`config.mk`:
```
export PLATFORM = sky130hd
export DESIGN_NAME = fir_tap_feeder_flat
export DESIGN_NICKNAME = d
export VERILOG_FILES = /design/src/rtl/fir_tap_feeder_if.sv /design/src/rtl/fir_tap_feeder.sv /design/src/flat_wrapper.sv
export SDC_FILE = /design/constraint.sdc
export NUM_CORES = 1
export LEC_CHECK = 0
export ABC_AREA = 1
export CAP_MARGIN = 40
export CORE_UTILIZATION = 30
export CTS_CLUSTER_SIZE = 16
export DETAILED_ROUTE_END_ITERATION = 8
export GPL_ROUTABILITY_DRIVEN = 1
export HOLD_SLACK_MARGIN = 0.12
export PLACE_DENSITY = 0.62
export SLEW_MARGIN = 10
export SYNTH_ARGS = -nofsm -noshare
export SYNTH_HDL_FRONTEND = slang
export SYNTH_SLANG_ARGS = --single-unit
export TNS_END_PERCENT = 1
```
`constraint.sdc`:
```
create_clock -name clk -period 27.4 [get_ports clk]
set_clock_uncertainty 0.1 [all_clocks]
set_input_delay 4.11 -clock clk [delete_from_list [all_inputs] [get_ports clk]]
set_output_delay 4.11 -clock clk [all_outputs]
set_load 0.01 [all_outputs]
```
`src/rtl/fir_tap_feeder_if.sv`:
```
// rtl/fir_tap_feeder_if.sv - sample stream handshake between a producer and the tap feeder
//
// Signals:
//   in_valid   producer -> feeder  in_sample is presented
//   in_ready   feeder -> producer  feeder accepts this cycle
//   in_sample  producer -> feeder  signed sample, BIT_WIDTH bits
// Modports: master = sample producer, slave = tap feeder.

interface fir_tap_feeder_if #(
  parameter int BIT_WIDTH = 16
) ();
  logic                        in_valid;
  logic                        in_ready;
  logic signed [BIT_WIDTH-1:0] in_sample;

  modport master (output in_valid, output in_sample, input in_ready);
  modport slave  (input in_valid, input in_sample, output in_ready);
endinterface

```
`src/rtl/fir_tap_feeder.sv`:
```
// rtl/fir_tap_feeder.sv - 8-tap delay line, double-buffered coefficients and valid timing for the approximate FIR
//
// Ports:
//   clk, rst             clock (rising edge), asynchronous active-high reset
//   smp (slave)          sample stream: in_valid / in_ready / in_sample
//   coef_we, coef_addr,  shadow coefficient write
//   coef_data
//   mode_req             requested approximation mode
//   coef_commit          load shadow coefficients and mode_req into the active set
//   flush                drop delay-line contents and restart priming
//   x0..x7               taps, x0 newest, x7 oldest
//   coeff0..coeff7, mode active coefficient set
//   win_valid            x0..x7 form a complete new window this cycle
//   y_valid              filter y_out holds the result of a complete window
//   primed               delay line holds 8 valid samples

module fir_tap_feeder #(
  parameter int BIT_WIDTH = 16
) (
  input  logic                        clk,
  input  logic                        rst,
  fir_tap_feeder_if.slave             smp,
  input  logic                        coef_we,
  input  logic [2:0]                  coef_addr,
  input  logic signed [BIT_WIDTH-1:0] coef_data,
  input  logic                        mode_req,
  input  logic                        coef_commit,
  input  logic                        flush,
  output logic signed [BIT_WIDTH-1:0] x0,
  output logic signed [BIT_WIDTH-1:0] x1,
  output logic signed [BIT_WIDTH-1:0] x2,
  output logic signed [BIT_WIDTH-1:0] x3,
  output logic signed [BIT_WIDTH-1:0] x4,
  output logic signed [BIT_WIDTH-1:0] x5,
  output logic signed [BIT_WIDTH-1:0] x6,
  output logic signed [BIT_WIDTH-1:0] x7,
  output logic signed [BIT_WIDTH-1:0] coeff0,
  output logic signed [BIT_WIDTH-1:0] coeff1,
  output logic signed [BIT_WIDTH-1:0] coeff2,
  output logic signed [BIT_WIDTH-1:0] coeff3,
  output logic signed [BIT_WIDTH-1:0] coeff4,
  output logic signed [BIT_WIDTH-1:0] coeff5,
  output logic signed [BIT_WIDTH-1:0] coeff6,
  output logic signed [BIT_WIDTH-1:0] coeff7,
  output logic                        mode,
  output logic                        win_valid,
  output logic                        y_valid,
  output logic                        primed
);

  typedef enum logic [1:0] {
    S_FILL  = 2'd0,
    S_RUN   = 2'd1,
    S_FLUSH = 2'd2
  } state_t;

  state_t state, state_nxt;

  logic [3:0]                  fill_cnt;
  logic signed [BIT_WIDTH-1:0] taps   [8];
  logic signed [BIT_WIDTH-1:0] shadow [8];
  logic signed [BIT_WIDTH-1:0] active [8];
  logic                        ready;
  logic                        accept;

  // The filter consumes every cycle, so readiness depends only on our own flush handling.
  // flush is folded in combinationally so a same-cycle sample is refused.
  always_comb begin
    ready     = (state != S_FLUSH) && !flush;
    accept    = smp.in_valid && ready;
    state_nxt = state;
    if (flush) begin
      state_nxt = S_FLUSH;
    end else begin
      case (state)
        S_FILL:  if (accept && (fill_cnt == 4'd7)) state_nxt = S_RUN;
        S_RUN:   state_nxt = S_RUN;
        S_FLUSH: state_nxt = S_FILL;
        default: state_nxt = S_FILL;
      endcase
    end
  end

  assign smp.in_ready = ready;

  always_ff @(posedge clk or posedge rst) begin
    if (rst) begin
      state <= S_FILL;
    end else begin
      state <= state_nxt;
    end
  end

  // Delay line, fill counter and valid strobes.
  always_ff @(posedge clk or posedge rst) begin
    if (rst) begin
      for (int i = 0; i < 8; i++) taps[i] <= '0;
      fill_cnt  <= '0;
      win_valid <= 1'b0;
      y_valid   <= 1'b0;
    end else begin
      if (flush || (state == S_FLUSH)) begin
        for (int i = 0; i < 8; i++) taps[i] <= '0;
        fill_cnt <= '0;
      end else if (accept) begin
        for (int i = 7; i > 0; i--) taps[i] <= taps[i-1];
        taps[0] <= smp.in_sample;
        if (fill_cnt < 4'd8) fill_cnt <= fill_cnt + 4'd1;
      end
      // An accept that leaves 8 samples held completes a window.
      win_valid <= accept && (fill_cnt >= 4'd7);
      // The filter registers y_out one edge after the window is presented.
      y_valid   <= win_valid;
    end
  end

  // Shadow and active coefficient sets; the active set ignores flush.
  always_ff @(posedge clk or posedge rst) begin
    if (rst) begin
      for (int i = 0; i < 8; i++) begin
        shadow[i] <= '0;
        active[i] <= '0;
      end
      mode <= 1'b0;
    end else begin
      if (coef_we) shadow[coef_addr] <= coef_data;
      if (coef_commit) begin
        // Write-through so a same-cycle write lands in the committed set.
        for (int i = 0; i < 8; i++) begin
          active[i] <= (coef_we && (coef_addr == 3'(i))) ? coef_data : shadow[i];
        end
        mode <= mode_req;
      end
    end
  end

  assign primed = (state == S_RUN);

  assign x0 = taps[0];
  assign x1 = taps[1];
  assign x2 = taps[2];
  assign x3 = taps[3];
  assign x4 = taps[4];
  assign x5 = taps[5];
  assign x6 = taps[6];
  assign x7 = taps[7];

  assign coeff0 = active[0];
  assign coeff1 = active[1];
  assign coeff2 = active[2];
  assign coeff3 = active[3];
  assign coeff4 = active[4];
  assign coeff5 = active[5];
  assign coeff6 = active[6];
  assign coeff7 = active[7];

endmodule
```
`src/flat_wrapper.sv`:
```
// flat-port wrapper written by rule: the top's interface ports become plain ports
module fir_tap_feeder_flat 
#(
  parameter int BIT_WIDTH = 16
)
  (clk, rst, coef_we, coef_addr, coef_data, mode_req, coef_commit, flush, x0, x1, x2, x3, x4, x5, x6, x7, coeff0, coeff1, coeff2, coeff3, coeff4, coeff5, coeff6, coeff7, mode, win_valid, y_valid, primed, smp_in_valid, smp_in_sample, smp_in_ready);
  fir_tap_feeder_if #(.BIT_WIDTH(BIT_WIDTH)) smp_i ();
  input  logic clk;
  input  logic rst;
  input  logic coef_we;
  input  logic [2:0] coef_addr;
  input  logic signed [BIT_WIDTH-1:0] coef_data;
  input  logic mode_req;
  input  logic coef_commit;
  input  logic flush;
  output logic signed [BIT_WIDTH-1:0] x0;
  output logic signed [BIT_WIDTH-1:0] x1;
  output logic signed [BIT_WIDTH-1:0] x2;
  output logic signed [BIT_WIDTH-1:0] x3;
  output logic signed [BIT_WIDTH-1:0] x4;
  output logic signed [BIT_WIDTH-1:0] x5;
  output logic signed [BIT_WIDTH-1:0] x6;
  output logic signed [BIT_WIDTH-1:0] x7;
  output logic signed [BIT_WIDTH-1:0] coeff0;
  output logic signed [BIT_WIDTH-1:0] coeff1;
  output logic signed [BIT_WIDTH-1:0] coeff2;
  output logic signed [BIT_WIDTH-1:0] coeff3;
  output logic signed [BIT_WIDTH-1:0] coeff4;
  output logic signed [BIT_WIDTH-1:0] coeff5;
  output logic signed [BIT_WIDTH-1:0] coeff6;
  output logic signed [BIT_WIDTH-1:0] coeff7;
  output logic mode;
  output logic win_valid;
  output logic y_valid;
  output logic primed;
  input wire logic [$bits(smp_i.in_valid)-1:0] smp_in_valid;
  input wire logic [$bits(smp_i.in_sample)-1:0] smp_in_sample;
  output wire logic [$bits(smp_i.in_ready)-1:0] smp_in_ready;
  assign smp_i.in_valid = smp_in_valid;
  assign smp_i.in_sample = smp_in_sample;
  assign smp_in_ready = smp_i.in_ready;
  fir_tap_feeder #(.BIT_WIDTH(BIT_WIDTH)) u_core (.clk(clk), .rst(rst), .smp(smp_i), .coef_we(coef_we), .coef_addr(coef_addr), .coef_data(coef_data), .mode_req(mode_req), .coef_commit(coef_commit), .flush(flush), .x0(x0), .x1(x1), .x2(x2), .x3(x3), .x4(x4), .x5(x5), .x6(x6), .x7(x7), .coeff0(coeff0), .coeff1(coeff1), .coeff2(coeff2), .coeff3(coeff3), .coeff4(coeff4), .coeff5(coeff5), .coeff6(coeff6), .coeff7(coeff7), .mode(mode), .win_valid(win_valid), .y_valid(y_valid), .primed(primed));
endmodule
```
==> implementation parameters <==
Parameter                              Value

Layout
  Antenna diode instance count ... 0
  Area growth syn-to-layout ... 31.4%
  Final nets ... between 2000 and 2500
  Final instance count without filler cells ... between 2000 and 3000
  Number of flip-flops under the largest register name ... between 100 and 150
  Register ranked first by flip-flop count ... u_core.shadow
  Number of filler instances in the final layout ... roughly 5200
  Layout cells sized above 1 ... 4.80%
  Post-route cell area ... between 20000 and 25000 µm²

STA
  Normalized max-slew margin ... between 10% and 20%
  Count of pins over their slew limit ... 0
  Worst Hold Slack ... approximately 0.32 ns
  Number of hold-slack violations in the final timing report ... 0
  Setup TNS after final layout ... 0 ns
  Shortest period the worst path allows ... between 10 and 15 ns
  Upper clock frequency limit ... 0.0995 GHz
  Unrepaired setup endpoints after global routing ... false
  Transition at the pin with the smallest max-transition slack ... roughly 1.2 ns
  Number of failing setup endpoints in the final timing report ... 0
  Final critical-path setup slack ... between 15 and 20 ns
  Final clock period utilization by the worst path ... 36.7%

Floorplan
  Site Rows ... between 80 and 90
  Total Die Area ... ~55000 µm²
  Top-level port count ... a little over 300
  Initial core utilization ... a little under a third
  Core footprint ... 53000 µm²
  Horizontal die dimension ... 234 µm
  Die Height ... around 230 µm

Critical path
  Buffering stage count on the worst path with inverters included ... 3
  Crit path cell chain ... clkdlybuf4s50_1 -> a21oi_4 -> buf_4 -> clkdlybuf4s50_1
  Internal reg-to-reg setup slack ... 25.05 ns
  Cell family with most CP delay ... buffers and inverters
  Critical path fanouts, max ... 47
  Endpoint class of the critical path ... output port
  Required time of the critical path ... 23.19 ns
  Type of the setup path with the least slack ... in -> out
  Most Frequent Cell on Critical Path ... sky130_fd_sc_hd__clkdlybuf4s50_1
  Highest-delay cell along the critical path ... sky130_fd_sc_hd__clkdlybuf4s50_1
  Depth of the worst register-to-register path ... 5
  Critical path's largest stage delay ... between 0.6 and 0.7 ns
  Arrival time at the worst endpoint ... around 5.8 ns
  Startpoint type of the worst setup path ... input port
  Worst r2r dst ... u_core.x5[3]
  RR Startpoint ... u_core.state[1]

Clock tree
  Number of levels in the clock H-tree ... 2
  Post-CTS setup-driven buffer insertion count ... 0
  Clock latency on the worst-skew pair ... slightly below 0.6 ns
  CTS Buffer Depth ... 3
  Clock tree from TritonCTS ... built
  Clock root buffer master ... sky130_fd_sc_hd__clkbuf_16
  Number of buffers created by CTS ... 45
  Clock input transition at the sequential cells of the worst setup and hold paths ... 0.06 ns
  Post-CTS Hold Buffers ... 0
  Post-cts resize count ... 0
  Sinks on the clock net ... roughly 390

Routing
  DRT Pass-1 Iters ... 5
  DR WL/cell ... between 15 and 20 µm
  Overall routed net length ... 48900 µm
  Total vias in the final route ... ~13000
  Per-cell via count in the routed design ... between 4 and 5
  DRC errors left ... 0
  1st-iter DRT viols ... roughly 1100
  Number of antenna-violating nets in the routed design ... 0

Hold path
  WHS Path Cells ... 0
  Type of the tightest min-delay check ... reg -> reg
  Endpoint, Worst Hold ... u_core.y_valid
  Hold path startpoint ... u_core.win_valid

Place
  Number of input and output port buffers inserted ... 302
  Half-perimeter wire length after detailed placement ... 30700 µm
  Placer Congestion ... roughly 0.8
  Number of placed instances with taps included ... between 2000 and 3000
  Worst slack after detailed placement ... around 17 ns
  Post-Place Cell Area ... 19900 µm²

Yosys
  Summed instance area of the synthesized netlist ... 16200 µm²
  Post-Syn Area per Cell ... ~8.8 µm²
  Share of synthesized area occupied by flip-flops and latches ... between 60% and 70%
  Count of yosys warnings during synthesis ... 0
  Total nets after synthesis ... between 1500 and 2000
  Register bit count reported by yosys ... between 300 and 400
  Number of unique standard cell types used by synthesis ... 21
  Cells after synthesis ... around 1800

Pwr
  Leakage dissipation ... approximately 11 nW
  Largest vdd supply drop ... about 0.000042 V
  PD cells ... approximately 70 nW/µm²

GRT
  GRT overflow ... 0
  Global-route usage over all layers ... between 15 and 20%
  Initial antenna violation count ... 0
  Wire length of the first global-routing pass ... roughly 75000 µm
  Pin count of the biggest net entering global routing ... ~190
  Number of global-route vias before repair ... around 13000

Run
  Max-cap viol count ... 0

Outcome
  Run status ... completed
[final cells by class]
| type | count | area [µm²] | share of cell area [%] |
|---|---|---|---|
| Clock inverter | 13 | 118 | 0.552 |
| Timing Repair Buffer | 321 | 3270 | 15.4 |
| Inverter | 156 | 596 | 2.79 |
| Multi-Input combinational cell | 1197 | 5360 | 25.2 |
| Clock buffer | 64 | 1270 | 5.95 |
| Sequential cell | 393 | 9830 | 46.2 |
| Tap cell | 688 | 861 | 4.04 |
[report_power, final]
group	total, mW	internal, mW	switching [mW]	leakage (nW)
sequential	0.680	0.646	0.0333	4.74
clock	0.576	0.331	0.244	0.680
combinational	0.233	0.106	0.126	5.17
total	1.49	1.08	0.404	10.6
[synthesized netlist by cell type, drive strengths merged]
master	count	area, µm²
a21oi	4	23.8
and2	128	801
buf	50	253
clkbuf	53	199
dfrtp	393	9830
ha	1	12.5
inv	156	586
nand2	678	2550
nand3	370	1850
nor2	10	60.1
nor3	1	5.00
o211ai	1	7.51
o21ai	3	15.0
xnor2	1	8.76
[per-stage QoR]
stage	util (%)	power, mW
floorplan	-	0.808
global placement	37.3	0.916
detailed placement	37.6	0.923
CTS	40.2	1.51
global route	40.2	1.56
finish	40.2	1.49
[placed cells by master, fill, tap and decap left out, drive strengths merged]
master,instances
and2,128
ha,1
a21oi,4
o211ai,1
nand3,370
clkbuf,64
o21ai,3
clkdlybuf4s50,300
inv,159
xnor2,1
nor2,10
nor3,1
clkinvlp,2
nand2,678
buf,21
clkinv,7
bufinv,1
dfrtp,393
[how the worst max path moves through the flow]
stage,from,end,slack [ns],depth (start not counted)
2_1_floorplan,rst,u_core.coeff0[0],12.26,1
3_3_place_gp,flush,smp_in_ready,17.35,4
3_5_place_dp,flush,smp_in_ready,17.34,4
4_1_cts,flush,smp_in_ready,17.34,4
5_1_grt,flush,smp_in_ready,17.26,4
6_report,flush,smp_in_ready,17.35,4
[cell families (layout without fill, tap and decap cells)]
| kind of cell | count (synthesis) | after routing | synth area share [%] |
|---|---|---|---|
| flip-flops | 393 | 393 | 60.7 |
| adder cells (fa/ha/maj) | 1 | 1 | 0.0772 |
| XOR/XNOR | 1 | 1 | 0.0540 |
| buffers and inverters | 259 | 554 | 6.40 |
| AND/OR/NAND/NOR | 1187 | 1187 | 32.5 |
| AO/OA/AOI/OAI | 8 | 8 | 0.286 |
[metal layers]
metal | GRT usage, % | part of all wire, % | vias up
li1 | - | - | 6312
met1 | 25.2 | 45 | 6453
met2 | 27.5 | 47 | 405
met3 | 3.05 | 5.3 | 81
met4 | 5.77 | 2.8 | 0
met5 | 0 | 0 | -
No activity file was read; power rests on OpenSTA's default activity.
